## config.mk

```make
export PLATFORM = sky130hd
export DESIGN_NAME = fence_sequencer
export DESIGN_NICKNAME = d
export VERILOG_FILES = /design/src/rtl/fence_sequencer.sv
export SDC_FILE = /design/constraint.sdc
export NUM_CORES = 1
export LEC_CHECK = 0
export CAP_MARGIN = 20
export CORE_UTILIZATION = 53
export DETAILED_ROUTE_END_ITERATION = 12
export GPL_ROUTABILITY_DRIVEN = 0
export GPL_TIMING_DRIVEN = 0
export PLACE_DENSITY = 0.87
export SLEW_MARGIN = 0
export SYNTH_ARGS = -nofsm -noshare
export SYNTH_HDL_FRONTEND = slang
export SYNTH_SLANG_ARGS = --single-unit
```

## constraint.sdc

```tcl
create_clock -name clk_i -period 2.29 [get_ports clk_i]
set_clock_uncertainty 0.2 [all_clocks]
set_input_delay 0.458 -clock clk_i [delete_from_list [all_inputs] [get_ports clk_i]]
set_output_delay 0.458 -clock clk_i [all_outputs]
set_load 0.005 [all_outputs]
```

## src/rtl/fence_sequencer.sv

```systemverilog
// Sequencer for FENCE / FENCE.I / SFENCE.VMA: halts commit, drains stores, flushes DCache, then
// pulses the ICache/TLB/pipeline flushes. Define WT_DCACHE_EN for a write-through DCache build.
module fence_sequencer #(
   parameter int unsigned ACK_TIMEOUT = 1024
) (
   input  logic clk_i,
   input  logic rst_ni,
   input  logic fence_i,
   input  logic fence_i_i,
   input  logic sfence_vma_i,
   input  logic stores_empty_i,
   output logic flush_dcache_o,
   input  logic flush_dcache_ack_i,
   output logic flush_icache_o,
   output logic flush_tlb_o,
   output logic flush_pipeline_o,
   output logic set_pc_commit_o,
   output logic halt_o,
   output logic busy_o,
   output logic timeout_o
);

   typedef enum logic [1:0] {StIdle, StDrain, StFlush, StDone} state_e;

   state_e state_q;
   logic   need_ic_q, need_tlb_q;
   logic   flush_icache_q, flush_tlb_q, flush_pipe_q, busy_q;
   logic   req, drain_to_done, flush_end, go_done;

   assign req = fence_i | fence_i_i | sfence_vma_i;

`ifndef WT_DCACHE_EN
   localparam int unsigned CntW = (ACK_TIMEOUT > 0) ? $clog2(ACK_TIMEOUT + 1) : 1;
   localparam logic [CntW-1:0] CntLast = (ACK_TIMEOUT > 0) ? CntW'(ACK_TIMEOUT - 1) : '0;
   localparam logic [CntW-1:0] CntMax = '1;

   logic [CntW-1:0] cnt_q;
   logic            need_dc_q, flush_dc_q, timeout_q, ack_timeout;

   assign ack_timeout   = (ACK_TIMEOUT != 0) && (cnt_q == CntLast);
   assign drain_to_done = ~need_dc_q;
   assign flush_end     = (state_q == StFlush) & (flush_dcache_ack_i | ack_timeout);

   always_ff @(posedge clk_i or negedge rst_ni) begin
      if (!rst_ni) begin
         need_dc_q  <= 1'b0;
         flush_dc_q <= 1'b0;
         timeout_q  <= 1'b0;
         cnt_q      <= '0;
      end else begin
         if (state_q == StIdle && req) begin
            need_dc_q <= fence_i | fence_i_i;
            timeout_q <= 1'b0;
         end
         if (state_q == StDrain && stores_empty_i && need_dc_q) begin
            flush_dc_q <= 1'b1;
            cnt_q      <= '0;
         end else if (state_q == StFlush) begin
            if (flush_end) begin
               flush_dc_q <= 1'b0;
               // An ack in the timeout cycle still counts as a clean completion.
               timeout_q  <= ~flush_dcache_ack_i;
            end else if (cnt_q != CntMax) begin
               cnt_q <= cnt_q + 1'b1;
            end
         end
      end
   end

   assign flush_dcache_o = flush_dc_q;
   assign timeout_o      = timeout_q;
`else
   logic unused_ack;

   assign unused_ack     = flush_dcache_ack_i;
   assign drain_to_done  = 1'b1;
   assign flush_end      = 1'b0;
   assign flush_dcache_o = 1'b0;
   assign timeout_o      = 1'b0;
`endif

   assign go_done = ((state_q == StDrain) & stores_empty_i & drain_to_done) | flush_end;

   always_ff @(posedge clk_i or negedge rst_ni) begin
      if (!rst_ni) begin
         state_q        <= StIdle;
         need_ic_q      <= 1'b0;
         need_tlb_q     <= 1'b0;
         flush_icache_q <= 1'b0;
         flush_tlb_q    <= 1'b0;
         flush_pipe_q   <= 1'b0;
         busy_q         <= 1'b0;
      end else begin
         flush_pipe_q   <= go_done;
         flush_icache_q <= go_done & need_ic_q;
         flush_tlb_q    <= go_done & need_tlb_q;
         unique case (state_q)
            StIdle: begin
               if (req) begin
                  need_ic_q  <= fence_i_i;
                  need_tlb_q <= sfence_vma_i;
                  busy_q     <= 1'b1;
                  state_q    <= StDrain;
               end
            end
            StDrain: begin
               if (stores_empty_i) state_q <= drain_to_done ? StDone : StFlush;
            end
            StFlush: begin
               if (flush_end) state_q <= StDone;
            end
            StDone: begin
               busy_q  <= 1'b0;
               state_q <= StIdle;
            end
         endcase
      end
   end

   assign flush_icache_o   = flush_icache_q;
   assign flush_tlb_o      = flush_tlb_q;
   assign flush_pipeline_o = flush_pipe_q;
   assign set_pc_commit_o  = flush_pipe_q;
   assign halt_o           = busy_q;
   assign busy_o           = busy_q;

endmodule

```

======== Word-level counts from Yosys, hierarchy flattened ========
Index checks and enable logic that the tools add are counted.
storage, ports and cells
  bits in registers ....................... 22
  bits of input ports ..................... 7
  output and inout bits ................... 8
operators by class
  $add $sub $neg .......................... 1
  equality and inequality tests ........... 9
  multiplexer cells ....................... 18
  bitwise logic cells ..................... 11
  reductions and logical operators ........ 13
operators by type and width
  kind                   count
  $mux 11                4
  $add 11x1->11 const B  1
  $eq 11x10->1 const B   1
  $ne 11x11->1 const B   1
  $mux 1                 9
  $pmux 2 s4             1
  $reduce_bool 2->1      4
  $mux 2                 3
  $ne 2x2->1 const B     3
  $reduce_and 2->1       3
  $reduce_and 3->1       2
  $and 1x1->1            5
  $eq 2x2->1 const B     2
  $or 1x1->1             4
  $logic_and 1x1->1      3
  $eq 2x1->1 const B     1
  $logic_not 2->1        1
  $ne 2x1->1 const B     1
  $not 1->1              2
  $pmux 1 s2             1

======== Logic depth before layout (Yosys ltp) ========
Gate-level depths: netlist (run 1).
  word-level depth ........................ 7
  gate-level depth with buffers ........... 6
  gate-level depth less buffers ........... 6

======== Worst setup path before layout (run 1) ========
OpenSTA, ideal clock, no wires.
  kind .................................... reg2reg
  start point ............................. register cnt_q[0]
  end point ............................... register cnt_q[9]
  arrival time ............................ 1615 ps
  required time ........................... 2012 ps
  setup slack ............................. 397 ps
  stages on the path, launching flop included .. 6
  buffers on the path ..................... 0
  period minus slack after synthesis ...... 1893 ps
  path through ............................ dfrtp_1 > ha_1 > nand3_1 > o311ai_2 > or4_1 > a21oi_1
on the way
  word-level cells in the longest chain between the ends .. 5
  elaborated cells between the ends (all ways) .. 12
  classes of those cells .................. add/sub: 1; eq/ne: 3; mux: 4; bitwise: 2; reduce/logical: 2
ends and longest elaborated chain
  element                                        RTL line  RTL
  start, declared                                37        logic [CntW-1:0] cnt_q;
  start signal, assigned                         64        cnt_q <= cnt_q + 1'b1;
  $add 11x1->11 or $eq 11x10->1 (tied branches)  64, 40
  $mux 11 or $or 1x1->1 (tied branches)          63, 42
  $mux 11 or $and 1x1->1 (tied branches)         59, 42
  $mux 11 or $ne 2x1->1 (tied branches)          -
  $mux 11 or $reduce_and 3->1 (tied branches)    -
Parallel ways exist; a longest one is shown, timed or not. The select of a mux whose other input is x is not followed.
A chain may end at the register's enable or synchronous reset.

======== Worst setup path after layout (run 1) ========
Ends and elaborated chain as after synthesis.

==> run metrics, run 1 <==
# DRC=0; H-tree depth=1; max-cap viol count=0; Max VDD drop=0.638 mV; antenna viol nets, final=0; Critical Path Slowest Stage Cell=or4_1; vias per cell=5.89; Sink Count=22; switching part of the total=33.9%; leading cell type in the layout, fill and taps excluded=dfrtp_1; crit-path max FO=8; total CTS buffers=3; CTS Buffer Depth=2; Syn Nets=125; clock root buffer=clkbuf_4; area leader, netlist=dfrtp_1; height of the chip=49.1 µm; RSZ-0062 raised after global routing=no; Critical Path Source Type=flip-flop; layout cells sized above 1=10.1%; # IOs=15; R2R setup slack=210 ps; Clk pin slew, worst setup/hold paths=110 ps; setup TNS=0 ps; warnings from Yosys=0; Buf/Inv on CP=0; Seq pwr share=43.4%; Synth Instances=112; final WL=2150 µm; initial cell density of the core=58.0%; number of port buffers=14; Synth-to-Final Area Change=16.7%; Power Density=957 nW/µm²; Iter 0 DRT Violations=27; Peak Freq=482 MHz; Hold Crit Class=flip-flop to flip-flop; TritonRoute pass-1 iters=4; Yosys reg bits=22; fill cell count=158; total grt overflow=0; core area=2020 µm²; hold endpoint=need_tlb_q$_DFFE_PN0P_; mapped cell area=1170 µm²; initial antenna violation count=0; Internal=0.866 mW; Final Hold Vio Count=0; Finish-stage setup viols=0; Ant. Diodes=0; Worst R2R Path Depth=5; Finished Core Util=67.8%; CP Data Arrival Time=2110 ps; Die Width=49.1 µm; die area=2410 µm²; Synth cell types=36; share of the synthesized area in the top cell type=46.9%; Switching Power=0.445 mW; Final Cycle Share=90.7%; Min Clock Period, post-route=2080 ps; first-pass GRT wire length=3770 µm; WS Path Type=flip-flop to flip-flop; nets=144; FF-to-FF Start=cnt_q[0]$_DFFE_PN0P_; outcome=finished, final reports clean; Hold Crit Depth=2; top post-synthesis cells by area=dfrtp_1 (47%), ha_1 (6.4%), nand2_1 (4.2%); TritonCTS clock tree=built; Crit. End Element=flip-flop; top cell family by delay on the critical path=simple AND/OR/NAND/NOR gates; DP HPWL=1650 µm; clock power share=12.8%; register area share after synthesis=46.9%; slew of the pin with the lowest slew margin=962 ps; Post-CTS Setup Inserts=0; CP Data Required Time=2320 ps; worst skew pair latency=300 ps; wire per inst=13.8 µm; vias in the first global route=854; crit path cell chain=ha_1 > nand3_1 > o311ai_2 > or4_1 > a21oi_1; Slew Viols, Final=0; PostCTS Resize Cnt=0; Std-Cell Rows=16; LEAKAGE=0.616 nW; most frequent cells in the layout=dfrtp_1 (22), clkdlybuf4s50_1 (14), nand2_1 (13); Slew headroom=35.7%; Post-synth EDFFs=0; hold-fix buffers at CTS=0; Logic pwr share=43.8%; largest net degree at the start of global routing=23; reg-to-reg endpoint=cnt_q[9]$_DFFE_PN0P_; syn_area_per_cell=10.5 µm²; Synth async-reset ratio=100%; gr usage total=21.1%; Vias=919; CP max stage delay=500 ps; Post-synth top flop=dfrtp_1; critical hold path startpoint=need_tlb_q$_DFFE_PN0P_
-- power by group through the flow --
| stage | logic [mW] | registers [mW] | clock network (mW) |
|---|---|---|---|
| CTS | 0.582 | 0.569 | 0.176 |
| finish | 0.575 | 0.569 | 0.167 |
| global placement | 0.558 | 0.568 | 0 |
| detailed placement | 0.580 | 0.577 | 0 |
| floorplan | 0.385 | 0.563 | 0 |
| global route | 0.639 | 0.582 | 0.194 |
-- final cells by class --
type / instances / area (µm²) / share of cell area (%)
plain buffers: 3 / 18.8 / 1.37
clock buffers: 3 / 22.5 / 1.64
inverters: 5 / 18.8 / 1.37
multi-input cells: 82 / 586 / 42.7
flip-flops and latches: 22 / 551 / 40.2
well taps: 27 / 33.8 / 2.47
repair buffers: 14 / 140 / 10.2
-- cell families (layout without fill, tap and decap cells) --
family | count (synthesis) | in the layout | synth area share [%]
and+or+nand+nor | 42 | 42 | 21.3
AOI/OAI and AO/OA | 31 | 31 | 19.4
DFF | 22 | 22 | 46.9
buffers and inverters | 8 | 25 | 3.20
adders and majority gates | 6 | 6 | 6.40
xor gates and xnor gates | 2 | 2 | 1.49
muxes | 1 | 1 | 1.28
-- metrics by stage --
| stage | instance area, µm² | total power, mW | setup WS (ps) | std cells | hold WS, ps |
|---|---|---|---|---|---|
| detailed placement | 1350 | 1.16 | 44.4 | 153 | 267 |
| floorplan | 1170 | 0.949 | 397 | 112 | -37.6 |
| global placement | 1350 | 1.13 | 82.3 | 153 | 260 |
| finish | 1370 | 1.31 | 214 | 156 | 289 |
| CTS | 1370 | 1.33 | 193 | 156 | 295 |
| global route | 1370 | 1.41 | 58.4 | 156 | 335 |
-- layer usage --
| layer | share of wire (%) | vias to the layer above | GRT usage, % |
|---|---|---|---|
| met5 | 0 | - | 0 |
| met4 | 2.4 | 0 | 10.3 |
| met3 | 2.4 | 4 | 2.80 |
| met2 | 51 | 15 | 37.0 |
| met1 | 45 | 447 | 25.3 |
| li1 | - | 453 | - |
-- synth_stat cells, types with 2 or more instances --
cell and number:
a21oi_1 9, dfrtp_1 22, a22o_1 2, and4b_1 3, o211ai_1 2, or3_1 4, xor2_1 2, nor2b_1 4
o21ai_0 7, nand2_1 13, nor2_1 3, nand3_1 3, inv_1 5, ha_1 6, buf_4 2, o31ai_1 3
nor3_1 3
-- worst max path at each step --
stage               slack, ps  cells past startpoint                      to                   start
floorplan                 400                      5    cnt_q[9]$_DFFE_PN0P_    cnt_q[0]$_DFFE_PN0P_
global placement           80                      5  state_q[1]$_DFFE_PN0P_               fence_i_i
detailed placement         40                      5    cnt_q[6]$_DFFE_PN0P_      flush_dcache_ack_i
CTS                       190                      5    cnt_q[9]$_DFFE_PN0P_    cnt_q[0]$_DFFE_PN0P_
global route               60                      6  state_q[1]$_DFFE_PN0P_  state_q[0]$_DFFE_PN0P_
finish                    210                      5    cnt_q[9]$_DFFE_PN0P_    cnt_q[0]$_DFFE_PN0P_
-- registers in the layout, summed over array words and instances, names as in the netlist --
name,flops
need_ic_q,1
need_dc_q,1
flush_dcache_o,1
cnt_q,11
timeout_o,1
busy_o,1
flush_tlb_o,1
flush_icache_o,1
flush_pipeline_o,1
need_tlb_q,1
state_q,2
-- worst reg2reg max path, cell delays in order, from the launching register on --
cell and delay (ps):
dfrtp_1 440, ha_1 260, nand3_1 240, o311ai_2 230, or4_1 510, a21oi_1 140
Power figures use the tool's default switching activity.
==> run 2: changes to the inputs <==
--- a/config.mk
+++ b/config.mk
@@ -15,3 +15,4 @@
 export SYNTH_ARGS = -nofsm -noshare
 export SYNTH_HDL_FRONTEND = slang
 export SYNTH_SLANG_ARGS = --single-unit
+export TNS_END_PERCENT = 20
==> constraint.sdc (replaced) <==
create_clock -name clk_i -period 2.2 [get_ports clk_i]
set_clock_uncertainty 0.2 [all_clocks]
set_input_delay 0.44 -clock clk_i [delete_from_list [all_inputs] [get_ports clk_i]]
set_output_delay 0.44 -clock clk_i [all_outputs]
set_load 0.005 [all_outputs]
==> run 2 against run 1 <==
Against the previous run:
- sequential power up 4.4%
- total power rose by 5.1%
- hold slack hardly changed
- final area is 1.0% higher
- fmax is 2.3% higher
- setup slack worse by 42 ps
- routed wire length increased by 2.7%
- sequential share of layout area shrank 0.40 points
- combinational power up 5.4%
- clock power up 6%
- clock-buffer cell count stayed put
- die area did not move
- critical endpoint is now cnt_q[6]$_DFFE_PN0P_
==> run metrics, run 2 (same netlist as run 1, synthesis figures left out) <==
CP max stage delay=420 ps (-80 ps); Hold Crit Class=flip-flop to flip-flop; fin worst setup slack=172 ps (-42.4 ps); worst skew pair latency=310 ps (about the same); RSZ-0062 raised after global routing=no; Finish-stage setup viols=0 (unchanged); height of the chip=49.1 µm (unchanged); hold slack final=288 ps (-0.463 ps); Vias=901 (-2.0%); Peak Freq=493 MHz (+2.3%); Sink Count=22 (unchanged); max reg flops=11 (unchanged); nets=144 (unchanged); Clk pin slew, worst setup/hold paths=110 ps (about the same); largest net degree at the start of global routing=23 (unchanged); Slew Viols, Final=0 (unchanged); most frequent cells in the layout=dfrtp_1 (22), clkdlybuf4s50_1 (14), nand2_1 (13); Critical Path Source Type=flip-flop; Post-CTS Setup Inserts=0 (unchanged); H-tree depth=1 (unchanged); Internal=0.905 mW (+4.6%); FF/Latch Area=551 µm² (unchanged); Logic pwr share=44.0% (+0.2 points); crit-path max FO=6 (-2); LEAKAGE=0.615 nW (-0.13%); TritonRoute pass-1 iters=4 (unchanged); Reg with most FFs=cnt_q; Die Width=49.1 µm (unchanged); crit path cell chain=inv_1 > ha_2 > and4b_1 > o211ai_1 > or3_1 > a21oi_1; Ant. Diodes=0 (unchanged); final WL=2210 µm (+2.7%); slew of the pin with the lowest slew margin=961 ps (-0.746 ps); max-cap viol count=0 (unchanged); core area=2020 µm² (unchanged); total grt overflow=0 (unchanged); DP HPWL=1650 µm (unchanged); clock root buffer=clkbuf_4; Slew headroom=35.7% (+0.050 points); vias per cell=5.78 (-2.0%); initial cell density of the core=58.0% (unchanged); Crit. End Element=flip-flop; switching part of the total=34.3% (+0.32 points); Synth-to-Final Area Change=17.9%; Post-Place Worst Slack=-27.6 ps (-72.0 ps); setup TNS=0 ps (unchanged); # DRC=0 (unchanged); TritonCTS clock tree=built; leading cell type in the layout, fill and taps excluded=dfrtp_1; Min Clock Period, post-route=2030 ps (-47.6 ps); layout cells sized above 1=12.4% (+2.3 points); # IOs=15 (unchanged); initial antenna violation count=0 (unchanged); Seq pwr share=43.1% (-0.3 points); Top Registers=cnt_q: 11 flops, state_q: 2 flops; multi-input logic area=599 µm² (+2.4%); vias in the first global route=854 (unchanged); total CTS buffers=3 (unchanged); Std-Cell Rows=16 (unchanged); Final Hold Vio Count=0 (unchanged); fill cell count=159 (+0.63%); gr usage total=21.1% (unchanged); CP Data Required Time=2230 ps (-90 ps); Max VDD drop=0.653 mV (+2.5%); CP Data Arrival Time=2060 ps (-50 ps); CTS Buffer Depth=2 (unchanged); Power Density=995 nW/µm² (+4.0%); Critical Path Slowest Stage Cell=dfrtp_1; first-pass GRT wire length=3770 µm (unchanged); clock power share=12.9% (about the same); Iter 0 DRT Violations=12 (-56%); Switching Power=0.472 mW (+6.0%); wire per inst=14.2 µm (+2.7%); Final Cycle Share=92.2% (+1.5 points); die area=2410 µm² (unchanged); WS Path Type=flip-flop to flip-flop; antenna viol nets, final=0 (unchanged); outcome=finished, final reports clean; number of port buffers=14 (unchanged)
## run 2: cell type report
type                    instances  share of cell area [%]
repair buffers                 14                    10.1
well taps                      27                    2.44
clock buffers                   3                    1.63
plain buffers                   3                    1.36
inverters                       5                    1.36
flip-flops and latches         22                    39.8
multi-input cells              82                    43.3
## run 2: metal layers
metal / GRT usage, % / up-vias / share of wire, %
li1: - / 451 / -
met1: 25.3 / 435 / 45
met2: 37.0 / 11 / 51
met3: 2.80 / 4 / 1.6
met4: 10.3 / 0 / 2.2
met5: 0 / - / 0
## run 2: repair_timing
action	in CTS	in global routing
resized for setup	0	3
hold buffers	0	0
setup endpoints to repair	0	4
endpoints found under the hold margin	0	0
## run 2: critical path, delay by kind of cell, from the launching register on
family,cells,cell delay (ps)
adders and majority gates,1,250
DFF,1,420
buffers and inverters,1,150
AOI/OAI and AO/OA,2,310
and+or+nand+nor,2,610
## run 2: power groups by stage
stage / sequential (mW) / combinational, mW / clock (mW)
4_1_cts: 0.592 / 0.606 / 0.183
6_report: 0.594 / 0.606 / 0.177
2_1_floorplan: 0.586 / 0.401 / 0
3_3_place_gp: 0.592 / 0.581 / 0
3_5_place_dp: 0.601 / 0.603 / 0
5_1_grt: 0.607 / 0.670 / 0.202
## run 2: final timing paths
path,startpoint,endpoint,slack (ps),depth (start not counted)
max,state_q[0]$_DFFE_PN0P_,cnt_q[6]$_DFFE_PN0P_,170,6
min,need_tlb_q$_DFFE_PN0P_,need_tlb_q$_DFFE_PN0P_,290,2
max reg2reg,state_q[0]$_DFFE_PN0P_,cnt_q[6]$_DFFE_PN0P_,170,6
min reg2reg,need_tlb_q$_DFFE_PN0P_,need_tlb_q$_DFFE_PN0P_,290,2
max in group asynchronous,rst_ni,cnt_q[10]$_DFFE_PN0P_,760,1
min in group asynchronous,rst_ni,cnt_q[5]$_DFFE_PN0P_,450,1
## run 2: per-stage QoR
| step | instances | power [mW] | util [%] | cell area (µm²) |
|---|---|---|---|---|
| after floorplan | 112 | 0.987 | - | 1170 |
| after detailed placement | 153 | 1.20 | 66.6 | 1350 |
| after global routing | 156 | 1.48 | 68.4 | 1380 |
| after global placement | 153 | 1.17 | 66.6 | 1350 |
| final | 156 | 1.38 | 68.4 | 1380 |
| after CTS | 156 | 1.38 | 67.8 | 1370 |
